### config.mk
export PLATFORM = sky130hd
export DESIGN_NAME = usb_bus_state_mon
export DESIGN_NICKNAME = d
export VERILOG_FILES = /design/src/rtl/usb_bus_state_mon.sv
export SDC_FILE = /design/constraint.sdc
export NUM_CORES = 1
export LEC_CHECK = 0
export CAP_MARGIN = 10
export CORE_ASPECT_RATIO = 0.5
export CORE_MARGIN = 2
export CORE_UTILIZATION = 40
export CTS_CLUSTER_DIAMETER = 100
export DETAILED_ROUTE_END_ITERATION = 12
export GPL_TIMING_DRIVEN = 0
export HOLD_SLACK_MARGIN = 0.06
export PLACE_DENSITY_LB_ADDON = 0.3
export SLEW_MARGIN = 20
export SYNTH_ARGS = -nofsm -noshare
export SYNTH_HDL_FRONTEND = slang
export SYNTH_SLANG_ARGS = --single-unit
### constraint.sdc
create_clock -name clk -period 3.6 [get_ports clk]
set_input_delay 0.36 -clock clk [delete_from_list [all_inputs] [get_ports clk]]
set_output_delay 0.36 -clock clk [all_outputs]
set_load 0.01 [all_outputs]
### src/rtl/usb_bus_state_mon.sv
// ---------------------------------------------------------------------------
// usb_bus_state_mon
//
// Follows the full-speed USB bus state: ACTIVE, SUSPEND (long idle J),
// RESUME (filtered K from the host) and RESET (driven by usb_reset_det).
// Emits a one-cycle strobe when SUSPEND, RESUME or RESET is entered so the
// device core can gate clocks or reinitialise its endpoints.
//
// Ports
//   clk          system clock, rising edge
//   reset_n      asynchronous active-low reset
//   usb_p_rx     D+ receive pin, asynchronous to clk
//   usb_n_rx     D- receive pin, asynchronous to clk
//   usb_reset    bus-reset level from usb_reset_det, already in clk domain
//   state        0=ACTIVE 1=SUSPEND 2=RESUME 3=RESET
//   suspend      high while state is SUSPEND
//   suspend_evt  one-cycle strobe on entry to SUSPEND
//   resume_evt   one-cycle strobe on entry to RESUME
//   reset_evt    one-cycle strobe on entry to RESET
// ---------------------------------------------------------------------------
module usb_bus_state_mon #(
  parameter int unsigned IN_CLK_MHZ      = 12,
  parameter int unsigned SUSPEND_US      = 3000,
  parameter int unsigned K_FILTER_CYCLES = 24
) (
  input  logic       clk,
  input  logic       reset_n,
  input  logic       usb_p_rx,
  input  logic       usb_n_rx,
  input  logic       usb_reset,
  output logic [1:0] state,
  output logic       suspend,
  output logic       suspend_evt,
  output logic       resume_evt,
  output logic       reset_evt
);

  typedef enum logic [1:0] {
    ST_ACTIVE  = 2'd0,
    ST_SUSPEND = 2'd1,
    ST_RESUME  = 2'd2,
    ST_RESET   = 2'd3
  } state_e;

  localparam int unsigned SUSPEND_CYCLES = SUSPEND_US * IN_CLK_MHZ;
  // Last count value before the terminal sample; the terminal sample itself
  // causes the transition instead of incrementing.
  localparam logic [23:0] IDLE_LAST = 24'(SUSPEND_CYCLES - 1);
  localparam logic [23:0] K_LAST    = 24'(K_FILTER_CYCLES - 1);
  localparam logic [23:0] CNT_MAX   = 24'hFF_FFFF;

  // Saturating increment: counters stick at all-ones rather than wrapping.
  function automatic logic [23:0] sat_inc(input logic [23:0] v);
    if (v == CNT_MAX) begin
      sat_inc = v;
    end else begin
      sat_inc = v + 24'd1;
    end
  endfunction

  logic   p_meta_q, p_sync_q, n_meta_q, n_sync_q;
  logic   bus_j, bus_k;
  state_e state_q, state_d;
  logic [23:0] idle_cnt_q, idle_cnt_d;
  logic [23:0] k_cnt_q, k_cnt_d;
  logic   suspend_q, suspend_d;
  logic   suspend_evt_q, suspend_evt_d;
  logic   resume_evt_q, resume_evt_d;
  logic   reset_evt_q, reset_evt_d;

  // Two-flop synchronisers for the asynchronous line receivers.
  always_ff @(posedge clk or negedge reset_n) begin
    if (!reset_n) begin
      p_meta_q <= 1'b0;
      p_sync_q <= 1'b0;
      n_meta_q <= 1'b0;
      n_sync_q <= 1'b0;
    end else begin
      p_meta_q <= usb_p_rx;
      p_sync_q <= p_meta_q;
      n_meta_q <= usb_n_rx;
      n_sync_q <= n_meta_q;
    end
  end

  // SE0 and SE1 are both "neither J nor K"; SE1 therefore clears both counters.
  assign bus_j = p_sync_q & ~n_sync_q;
  assign bus_k = ~p_sync_q & n_sync_q;

  // Next-state, counter and strobe logic; usb_reset overrides everything.
  always_comb begin
    state_d    = state_q;
    idle_cnt_d = 24'd0;
    k_cnt_d    = 24'd0;
    if (usb_reset) begin
      state_d = ST_RESET;
    end else begin
      case (state_q)
        ST_ACTIVE: begin
          if (bus_j) begin
            if (idle_cnt_q == IDLE_LAST) begin
              state_d = ST_SUSPEND;
            end else begin
              idle_cnt_d = sat_inc(idle_cnt_q);
            end
          end else begin
            idle_cnt_d = 24'd0;
          end
        end
        ST_SUSPEND: begin
          if (bus_k) begin
            if (k_cnt_q == K_LAST) begin
              state_d = ST_RESUME;
            end else begin
              k_cnt_d = sat_inc(k_cnt_q);
            end
          end else begin
            k_cnt_d = 24'd0;
          end
        end
        ST_RESUME: begin
          // K and the closing SE0 hold; only a J ends the resume.
          if (bus_j) begin
            state_d = ST_ACTIVE;
          end else begin
            state_d = ST_RESUME;
          end
        end
        ST_RESET: begin
          state_d = ST_ACTIVE;
        end
        default: begin
          state_d = ST_ACTIVE;
        end
      endcase
    end
    // Strobes fire only on a genuine entry, so holding RESET gives one pulse.
    suspend_d     = (state_d == ST_SUSPEND);
    suspend_evt_d = (state_d == ST_SUSPEND) && (state_q != ST_SUSPEND);
    resume_evt_d  = (state_d == ST_RESUME)  && (state_q != ST_RESUME);
    reset_evt_d   = (state_d == ST_RESET)   && (state_q != ST_RESET);
  end

  // State, counters and registered outputs.
  always_ff @(posedge clk or negedge reset_n) begin
    if (!reset_n) begin
      state_q       <= ST_ACTIVE;
      idle_cnt_q    <= 24'd0;
      k_cnt_q       <= 24'd0;
      suspend_q     <= 1'b0;
      suspend_evt_q <= 1'b0;
      resume_evt_q  <= 1'b0;
      reset_evt_q   <= 1'b0;
    end else begin
      state_q       <= state_d;
      idle_cnt_q    <= idle_cnt_d;
      k_cnt_q       <= k_cnt_d;
      suspend_q     <= suspend_d;
      suspend_evt_q <= suspend_evt_d;
      resume_evt_q  <= resume_evt_d;
      reset_evt_q   <= reset_evt_d;
    end
  end

  assign state       = state_q;
  assign suspend     = suspend_q;
  assign suspend_evt = suspend_evt_q;
  assign resume_evt  = resume_evt_q;
  assign reset_evt   = reset_evt_q;

endmodule
* Word level (Yosys, flattened, before mapping) *
Index checks and enable logic that the tools add are counted.

storage, ports and cells
  register bits after elaboration = 58
  input port bits = 5
  output and inout port bits = 6
  logic and storage cells = 53

cells by class
  add/sub/neg operators = 2
  equality and inequality tests = 15
  muxes and demuxes = 17
  bitwise logic cells = 4
  reduce and logical (&&, ||, !) cells = 4

operators by type and width
  operator                                          number
  2-to-1 mux 24 bit                                 10
  adder 24 x 1 -> 24 bit (second input constant)    2
  == test 24 bit (second input constant)            2
  == test 24 x 16 -> 1 bit (second input constant)  1
  == test 24 x 5 -> 1 bit (second input constant)   1
  2-to-1 mux 2 bit                                  6
  != test 5 bit (second input constant)             2
  == test 2 bit (second input constant)             4
  one-hot mux 2 bit (4 select lines)                1
  == test 2 x 1 -> 1 bit (second input constant)    2
  != test 2 bit (second input constant)             2
  logical AND 1 bit                                 3
  AND 1 bit                                         2
  logical NOT 2 bit                                 1
  != test 2 x 1 -> 1 bit (second input constant)    1
  NOT 1 bit                                         2

* Logic depth before layout (Yosys ltp) *
Gate-level depths: netlist of the first run.

  depth in word-level cells = 7
  gate-level depth with buffers = 7

* Least setup slack after synthesis of the first run *
No wires, ideal clock.

  kind = register to register
  from = register k_cnt_q[17]
  to = register suspend_evt_q, in the netlist suspend_evt
  arrival time = 1.821 ns
  required time = 3.476 ns
  path slack = 1.655 ns
  stages on the path, launching flop included = 6
  period minus slack after synthesis = 1.945 ns
  cells stage by stage = dfrtp_1 > or4_4 > nor4_4 > nand4b_1 > a221o_1 > nor3b_2

between the ends
  cells in the longest elaborated chain, start to end = 7

RTL lines
  what                                line  text
  start: declaration                  65    logic [23:0] k_cnt_q, k_cnt_d;
  start signal: assignment            157   k_cnt_q <= k_cnt_d;
  == test 24 x 5 -> 1 bit             112   if (k_cnt_q == K_LAST) begin
  2-to-1 mux 2 bit                    112
  2-to-1 mux 2 bit                    111   if (bus_k) begin
  one-hot mux 2 bit (4 select lines)  98    case (state_q)
  2-to-1 mux 2 bit                    95    if (usb_reset) begin
  via state_d[0]                      63    state_e state_q, state_d;
  == test 2 x 1 -> 1 bit              139   suspend_evt_d = (state_d == ST_SUSPEND) && (state_q != ST_SUSPEND);
  logical AND 1 bit                   139
  via suspend_evt_d                   67    logic suspend_evt_q, suspend_evt_d;
  end signal: assignment              159   suspend_evt_q <= suspend_evt_d;
  end: declaration                    67

The timed path passes the listed nets, and every way through them passes these cells.
A chain may end at the register's enable or synchronous reset.

* Final worst setup path of the first run *
  from = register idle_cnt_q[0]
  to = register idle_cnt_q[2]

between the ends
  cells in the longest elaborated chain, start to end = 6
  elaborated cells between the ends (all ways) = 9

RTL lines
  what                      line  text
  start: declaration        64    logic [23:0] idle_cnt_q, idle_cnt_d;
  start signal: assignment  156   idle_cnt_q <= idle_cnt_d;
  adder 24 x 1 -> 24 bit    57    sat_inc = v + 24'd1;
  2-to-1 mux 24 bit         54    if (v == CNT_MAX) begin
  2-to-1 mux 24 bit         101   if (idle_cnt_q == IDLE_LAST) begin
  2-to-1 mux 24 bit         100   if (bus_j) begin
  2-to-1 mux 24 bit         98
  2-to-1 mux 24 bit         95

Several ways; a longest one is shown, not always the timed one. The select of a mux whose other input is x is not followed.

==> reports/results.txt, run 1 <==
Among all flip-flop cells after synthesis, the most frequent one is dfrtp_1. Setup repair after global routing left no endpoint under its margin. Setup violations remaining at the end of the flow were counted as 0. Measured against the total synthesized area, the mux share comes to 0.675%. For this run, the register share of the synthesized area comes to 49.0%.

The H-tree was split into 3 levels. Routability-driven placement finished with a final weighted congestion of 0.912. In this run the deepest clock path goes through 2 buffers.

Leaving out fill and tap cells, the most frequent cell in the layout is dfrtp_1. Once the floorplan was initialized, standard cells occupied 40.8% of the core. The routed layout has 2378 vias.

The first global-routing pass estimated 11200 um of wire. The switching power was 0.309 mW; the pin count of the biggest net entering global routing was 59. The run gives 300 as the synthesized net count. The synthesized design contains 58 register bits. Least setup slack across all paths after layout: 1.33 ns.

The async set or reset register ratio after synthesis was 100%. Clock-pin slew reported for the worst setup and hold paths after clock tree synthesis: 0.05 ns. The worst hold margin is 0.101 ns. Overall power consumption after layout is estimated at 1.52 mW. The run gives 0 as the count of yosys warnings during synthesis. For the total count of hold-check failures in the final report, the log shows 0.

The endpoint kind of the worst setup timing path was a flip-flop. Counting I/O delays and the setup requirement, the final critical path takes 2.27 ns. The post-synthesis share of cell area spent on and, or, nand and nor gates was 26.3%; the netlist area before placement was 2960 um2.

Of the total power, the share spent switching nets is 20.2%. Synthesized-area fraction occupied by xor and xnor cells: 9.75%. Number of routed nets with antenna violations: 0. The run gives 2.44 ns as the signal arrival time at the worst endpoint.

In this run the tool buffered the top-level ports with 10 buffer cells. The number of antenna violations at the first check in global routing was 0; the number of cells traversed by the worst register-to-register path was 6. The logs give 414 for the number of standard cells in the layout, taps in and fillers out and 9 for the clock buffer count from CTS.

Registers are responsible for 43.7% of the overall power. Averaged over all synthesized cells, the footprint is 10.1 um2. The HPWL after detailed placement is 4450 um. For the number of DRC markers in iteration 0, the log shows 115. The leakage power summed over all cells was 1.35 nW. The number of placement rows was 22. The die covers 8160 um2. In this run the register-to-register setup slack is 1.33 ns.

At the pin with the least slew margin, the transition time is 0.740 ns. For this design the ratio of total power to cell area is 439 nW/um2. After technology mapping, the gate count stands at 293.

Measured on the finished design, the core utilization comes to 47.8%. Counting tap cells, the placed design contains a total of 399 instances. The run gives 53.0% as the power share of the clock group. The total wire length is 6500 um.

The top cell types in the final layout, fill and taps aside, are dfrtp_1, a21oi_1, nand2_1. For the worst setup path, the data required time is 3.77 ns. The run finished with clean final reports. The root buffer cell was clkbuf_16. The class of the most critical setup path is flip-flop to flip-flop. In this run, distinct cell masters in the synthesized netlist total 46. Number of buffers inserted for hold repair after clock tree synthesis: 0. The worst hold-check path type is primary input to asynchronous set/reset pin. By area, the combinational part of the netlist is dominated by simple AND/OR/NAND/NOR gates. In this run the critical register-to-register path is launched from idle_cnt_q[0]$_DFFE_PN0P_. The post-route netlist has 10.1% of its cells at a drive strength greater than 1. The cell family contributing the most delay on the critical path is compound AO/OA/AOI/OAI gates.

OpenSTA, run right after detailed placement, puts the worst setup slack at 1.31 ns. Largest stage delay on the critical path: 0.47 ns. 0 antenna diodes ended up in the layout.

Headroom to the max-slew limit came out at 50.7%. By area the synthesized netlist is led by dfrtp_1, xnor2_1, a21oi_1, xor2_1, and4_1. Summing the areas of all compound-gate instances in the mapped netlist gives 11.8% of the synthesized area. The height of the die works out to 64.9 um. The end of the worst register-to-register path was idle_cnt_q[2]$_DFFE_PN0P_. The floorplan step defined a core boundary enclosing 7270 um2.

The remaining global-route overflow is 0, and the post-CTS setup-driven buffer insertion count is 0. For this design the top-level I/O count stands at 11. For the number of max-capacitance violations reported, the log shows 0. The logs give 0.441 GHz for the maximum operating frequency and 4 for the iteration count of the initial detailed-routing pass. Dividing the detail-routed wire length by the instance count gives 15.7 um. The count of final max-slew check failures came out at 0. Relative to the synthesized area, the layout overhead comes to 17.1%. After routing, the total negative slack on setup checks comes to 0 ns. Traced cell by cell, the critical path runs through ha_1 -> and4_1 -> nand4_1 -> o21ai_1 -> clkbuf_1 -> o21ai_0.

Clock latency on the worst-skew pair, taken at its later pin, is 0.32 ns. The run gives 0 as the post-route DRC violation count. The part of the power in combinational logic is 3.3%. STA classifies the critical path startpoint as a flip-flop.

Combined buffer and inverter count along the critical path: 1. The tools report the number of global-route vias before repair as 2358. The clock drives 58 sinks. Summed over its instances, the top area cell type makes up 49.0% of the synthesized netlist area. The detailed-route vias per instance is 5.74. The global router's overall resource usage is 17.4%, and the maximum VDD drop is 0.209 mV. The cell internal power dissipation came out at 1.22 mW.

The slowest cell on the critical path is clkbuf_1. Placement-stage cell area: 3180 um2. Of all nets on the critical path, the largest fanout is 10. The final layout contains 321 nets. Of the available clock period, the critical path in the final layout requires 63.0%. The synthesized design contains 0 enable-type register cells.

Clock skew on the completed layout was measured at 0.00454 ns. For the number of instances resized during post-cts repair, the log shows 0. The post-synthesis adder-cell area fraction was 0.844%; the width of the die was 126 um. TritonCTS built the clock tree.

The biggest area contributor in the post-synthesis netlist is dfrtp_1. The tools report the total non-filler cell area in the finished layout as 3470 um2.
-- logic make-up (layout without fill, tap and decap cells) --
logic type | count (synthesis) | after routing
AO/OA/AOI/OAI | 57 | 57
adder cells (fa/ha/maj) | 2 | 2
AND/OR/NAND/NOR | 129 | 129
flip-flops | 58 | 58
multiplexers | 2 | 2
XOR/XNOR | 33 | 33
buffers and inverters | 12 | 37
-- how the worst max path moves through the flow --
| stage | startpoint | to | slack [ns] | depth (start not counted) |
|---|---|---|---|---|
| 3_3_place_gp | reset_n | idle_cnt_q[11]$_DFFE_PN0P_ | 0.41 | 1 |
| 5_1_grt | idle_cnt_q[0]$_DFFE_PN0P_ | idle_cnt_q[2]$_DFFE_PN0P_ | 1.11 | 6 |
| 2_1_floorplan | k_cnt_q[17]$_DFFE_PN0P_ | suspend_evt$_DFF_PN0_ | 1.65 | 5 |
| 3_5_place_dp | usb_reset | idle_cnt_q[21]$_DFFE_PN0P_ | 1.31 | 7 |
| 6_report | idle_cnt_q[0]$_DFFE_PN0P_ | idle_cnt_q[2]$_DFFE_PN0P_ | 1.33 | 6 |
| 4_1_cts | idle_cnt_q[0]$_DFFE_PN0P_ | idle_cnt_q[2]$_DFFE_PN0P_ | 1.32 | 6 |
-- cell usage after synthesis (2+ instances only) --
master / number
nand2_1: 21
clkbuf_1: 6
or3_1: 2
nor3_1: 7
nand3_1: 16
nor4_4: 2
nor2_1: 20
nor3b_2: 2
and2b_2: 2
xor2_1: 15
nor2b_1: 4
and2_1: 2
or4_1: 3
mux2i_1: 2
o21ai_0: 5
nor4b_1: 4
a41oi_1: 3
dfrtp_1: 58
and3_1: 8
buf_2: 4
a2111oi_0: 3
or2_2: 2
nor4_1: 4
o31ai_1: 3
and4_1: 10
inv_1: 2
xnor2_1: 18
a21oi_1: 31
a211oi_1: 3
nand4_1: 14
ha_1: 2
-- per-layer routing --
metal | wire [um] | up-vias | GRT usage [%] | part of all wire [%]
met5 | 0 | - | 0 | 0
met4 | 61 | 0 | 4.95 | 0.94
met3 | 232 | 9 | 5.62 | 3.6
met2 | 3250 | 35 | 30.4 | 50
met1 | 2950 | 1200 | 21.0 | 45
li1 | - | 1134 | - | -
-- flip-flops by register name, indices dropped and copies added, names as in the netlist --
name and cells:
idle_cnt_q 24, reset_evt 1, suspend_evt 1, k_cnt_q 24, state 2, n_sync_q 1, p_sync_q 1, p_meta_q 1
suspend 1, n_meta_q 1, resume_evt 1
-- layout make-up --
cell class | count | area (um2)
buffer | 10 | 42.5
clock buffer | 13 | 280
clock inverter | 2 | 10.0
fill | 676 | 3790
inverter | 2 | 7.51
multi-input combinational | 223 | 1460
sequential | 58 | 1450
tap | 96 | 120
timing repair buffer | 10 | 97.6
-- worst register-to-register path: stages (launching register included) --
cell and delay [ns]:
dfrtp_1 0.40, ha_1 0.25, and4_1 0.25, nand4_1 0.12, o21ai_1 0.42, clkbuf_1 0.47, o21ai_0 0.20
-- power by group through the flow --
stage / sequential (mW) / combinational [mW] / clock, mW
floorplan: 0.680 / 0.0153 / 0
detailed placement: 0.677 / 0.0514 / 0
global route: 0.667 / 0.0556 / 0.857
CTS: 0.667 / 0.0514 / 0.825
finish: 0.667 / 0.0501 / 0.808
global placement: 0.677 / 0.0504 / 0
(Power assumes the default switching activity.)
==> inputs of run 2 (changes only) <==
clock period = 1.95 ns   (was 3.6 ns; I/O delays follow)
==> run 2 against run 1 <==
  * The run now ends with setup timing left
  * Clock skew grew 0.0020 ns
  * Final area is 7.9% higher
  * Via count grew 1.9%
  * Global-route usage up 0.68 points
  * Maximum frequency grew 16%
==> reports/results.txt, run 2 (same netlist as run 1, synthesis figures left out) <==
The tools report the met2 layer wire length in the routed design as 3410 um (+4.9%). Switching power: 0.582 mW (+89%). The clock latency of the later-clocked register in the worst-skew pair is 0.32 ns (about the same). The signal arrival time at the worst endpoint is 2.16 ns (-0.28 ns), and the top fanout value on the critical path is 5 (-5). The number of I/O pins is 11 (unchanged), and the switching power share of the total is 20.5% (+0.28 points).

The worst hold path begins at usb_p_rx. The total power density per cell area was 757 nW/um2 (+72%); the setup clock skew after layout was 0.00654 ns (+0.00200 ns). The timing startpoint of the critical path is k_cnt_q[16]$_DFFE_PN0P_.

The fraction of layout instances using a drive strength above 1 works out to 20.8% (+11 points). For the global-route wire length before repair, the log shows 11700 um (+4.0%). The pin count of the biggest net entering global routing is 59 (unchanged), and the wire length per cell is 15.9 um (+1.5%). The number of placement rows is 22 (unchanged). The iteration count of the initial detailed-routing pass is 4 (unchanged).

The signal on the critical path passes through or4_4 -> nor4_4 -> nand4b_1 -> a221o_1 -> nor3b_2. The post-route DRC violation count is 0 (unchanged), and the number of input and output port buffers inserted is 10 (unchanged). Part of the power in combinational logic: 3.6% (+0.3 points). TritonCTS built the clock tree. The setup violation total in the final timing report was 1 (+1).

For the buffer depth of the longest clock path, the log shows 2 (unchanged). Setup repair after global routing could not meet its margin everywhere. The slowest cell on the critical path was or4_4. The height of the die was 64.9 um (unchanged). The logs give 7270 um2 (unchanged) for the core footprint and 2423 (+1.9%) for the total number of vias. The cell internal power dissipation is 2.25 mW (+85%), and the HPWL after detailed placement is 4450 um (unchanged). Final weighted congestion of routability-driven global placement: 0.912 (unchanged). The library cell used most frequently in the layout, excluding fill and tap cells, is dfrtp_1. For the number of routed nets with antenna violations, the log shows 0 (unchanged). The checks that failed: setup timing. The logs give 3130 um (+6.0%) for the met1 wire length and 1.47 nW (+8.5%) for the leakage power summed over all cells. The worst slew slack as a fraction of its limit was 50.8% (+0.12 points); the total count of hold-check failures in the final report was 0 (unchanged). Detailed-route vias per instance: 5.66 (-1.4%). The global router's overall resource usage was 18.1% (+0.68 points). The number of inserted filler cells in the final layout is 645 (-4.6%), and the number of cells traversed by the worst register-to-register path is 5 (-1). The worst register-to-register path begins at k_cnt_q[16]$_DFFE_PN0P_.

The area growth from synthesis to layout works out to 26.3%. The logs give 2.15 ns (-1.62 ns) for the required time at the endpoint of the critical path and 43.5% (-0.2 points) for the sequential fraction of design power. The largest stage delay on the critical path is 0.54 ns (+0.07 ns), and the number of DRC markers in iteration 0 is 160 (+39%). The number of stages on the worst hold path is 1, and the floorplan die area is 8160 um2 (unchanged). Worst hold margin: 0.318 ns (+0.217 ns). STA classifies the critical path endpoint as a flip-flop. The tools report the number of max-capacitance violations reported as 0 (unchanged). The run gives 51.5% (+3.8 points) as the core utilization of the finished layout. Maximum operating frequency: 0.510 GHz (+16%). The cell sitting at the root of the clock tree is a clkbuf_16. In this run the critical register-to-register path is captured at suspend_evt$_DFF_PN0_. Antenna diode count: 0 (unchanged).

The remaining global-route overflow is 0 (unchanged). The library cells used most frequently in the layout, excluding fill and tap cells, are dfrtp_1, a21oi_1, nor2_1. Power share of the clock group: 52.8% (-0.2 points). The critical path is of the flip-flop to flip-flop type.

The fraction of the cycle the final worst path needs is 101% (+38 points). The run finished, with violations left. Top layer used by detailed routing: met4. For the total wire length, the log shows 6810 um (+4.9%). The clock-pin slew reported for the worst setup and hold paths after clock tree synthesis is 0.05 ns (about the same).

The clock buffer count from CTS is 9 (unchanged). The sink count of the clock tree is 58 (unchanged), and the width of the die is 126 um (unchanged). The tools report the detailed-routed wire length on met3 as 237 um (+2.2%). The worst hold-check path type is primary input to flip-flop.

For the starting utilization of the core area, the log shows 40.8% (unchanged). The transition time of the tightest slew-check pin came out at 0.738 ns (-0.00177 ns). The kind of start point of the critical path was a flip-flop. For the H-tree depth, the log shows 3 (unchanged). The tools report the number of global-route vias before repair as 2407 (+2.1%).

The time the final worst path needs with I/O delays and setup is 1.96 ns (-0.306 ns), and the count of final max-slew check failures is 0 (unchanged). The tools report the reg2reg setup slack as -0.01 ns (-1.34 ns). The final layout net count is 335 (+4.4%). For the number of antenna violations at the first check in global routing, the log shows 0 (unchanged).

The worst hold path terminates at p_meta_q$_DFF_PN0_. For the maximum VDD drop, the log shows 0.385 mV (+84%). The run gives -0.0118 ns (-1.34 ns) as the least setup slack across all paths after layout.
-- run 2: worst max-delay path by stage --
stage	end	depth (start not counted)
3_5_place_dp	idle_cnt_q[2]$_DFFE_PN0P_	6
4_1_cts	idle_cnt_q[17]$_DFFE_PN0P_	6
6_report	suspend_evt$_DFF_PN0_	5
3_3_place_gp	idle_cnt_q[11]$_DFFE_PN0P_	1
5_1_grt	resume_evt$_DFF_PN0_	6
2_1_floorplan	suspend_evt$_DFF_PN0_	5
-- run 2: critical path: cells and delay by family, from the launching register on --
kind | cells | cell delay, ns
simple gates | 4 | 1.04
compound gates | 1 | 0.41
flops | 1 | 0.39
-- run 2: stage by stage --
step / power [mW] / cells / setup WS (ns) / cell area, um2 / setup TNS, ns
CTS: 2.86 / 423 / 0.00192 / 3620 / 0
floorplan: 1.28 / 293 / 0.00472 / 2960 / 0
detailed placement: 1.35 / 399 / -0.309 / 3180 / -9.51
global route: 2.93 / 428 / -0.0478 / 3740 / -0.153
global placement: 1.34 / 399 / -1.08 / 3180 / -70.18
finish: 2.83 / 428 / -0.0118 / 3740 / -0.0118
-- run 2: routing by layer --
| layer | vias up | global-route usage [%] |
|---|---|---|
| met4 | 0 | 4.53 |
| met3 | 6 | 5.62 |
| li1 | 1160 | - |
| met1 | 1221 | 22.4 |
| met2 | 36 | 31.4 |
| met5 | - | 0 |
-- run 2: power by group through the flow --
stage	clock (mW)	sequential (mW)	combinational, mW
6_report	1.50	1.23	0.103
3_3_place_gp	0	1.25	0.0930
5_1_grt	1.58	1.24	0.114
2_1_floorplan	0	1.25	0.0283
4_1_cts	1.52	1.23	0.102
3_5_place_dp	0	1.25	0.0949
-- run 2: layout make-up --
cell class                 instances  area, um2  area share [%]
sequential                        58       1450            38.8
multi-input combinational        223       1590            42.5
timing repair buffer              24        205            5.48
clock buffer                      13        280            7.48
buffer                            10       76.3            2.04
inverter                           2       7.51           0.200
clock inverter                     2       10.0           0.267
tap                               96        120            3.21
-- run 2: repair_timing --
item / in CTS / in global routing
endpoints found under the hold margin: 58 / 0
hold buffers: 1 / 0
setup endpoints to repair: 50 / 49
buffers inserted: 8 / 5
pin swaps: 5 / 8
gates resized for setup: 22 / 28
==> inputs of run 3 (changes only) <==
GPL_ROUTABILITY_DRIVEN = 0   (was unset)
==> results of run 3 <==
Final layout, timing and power as in run 2 (identical DEF).
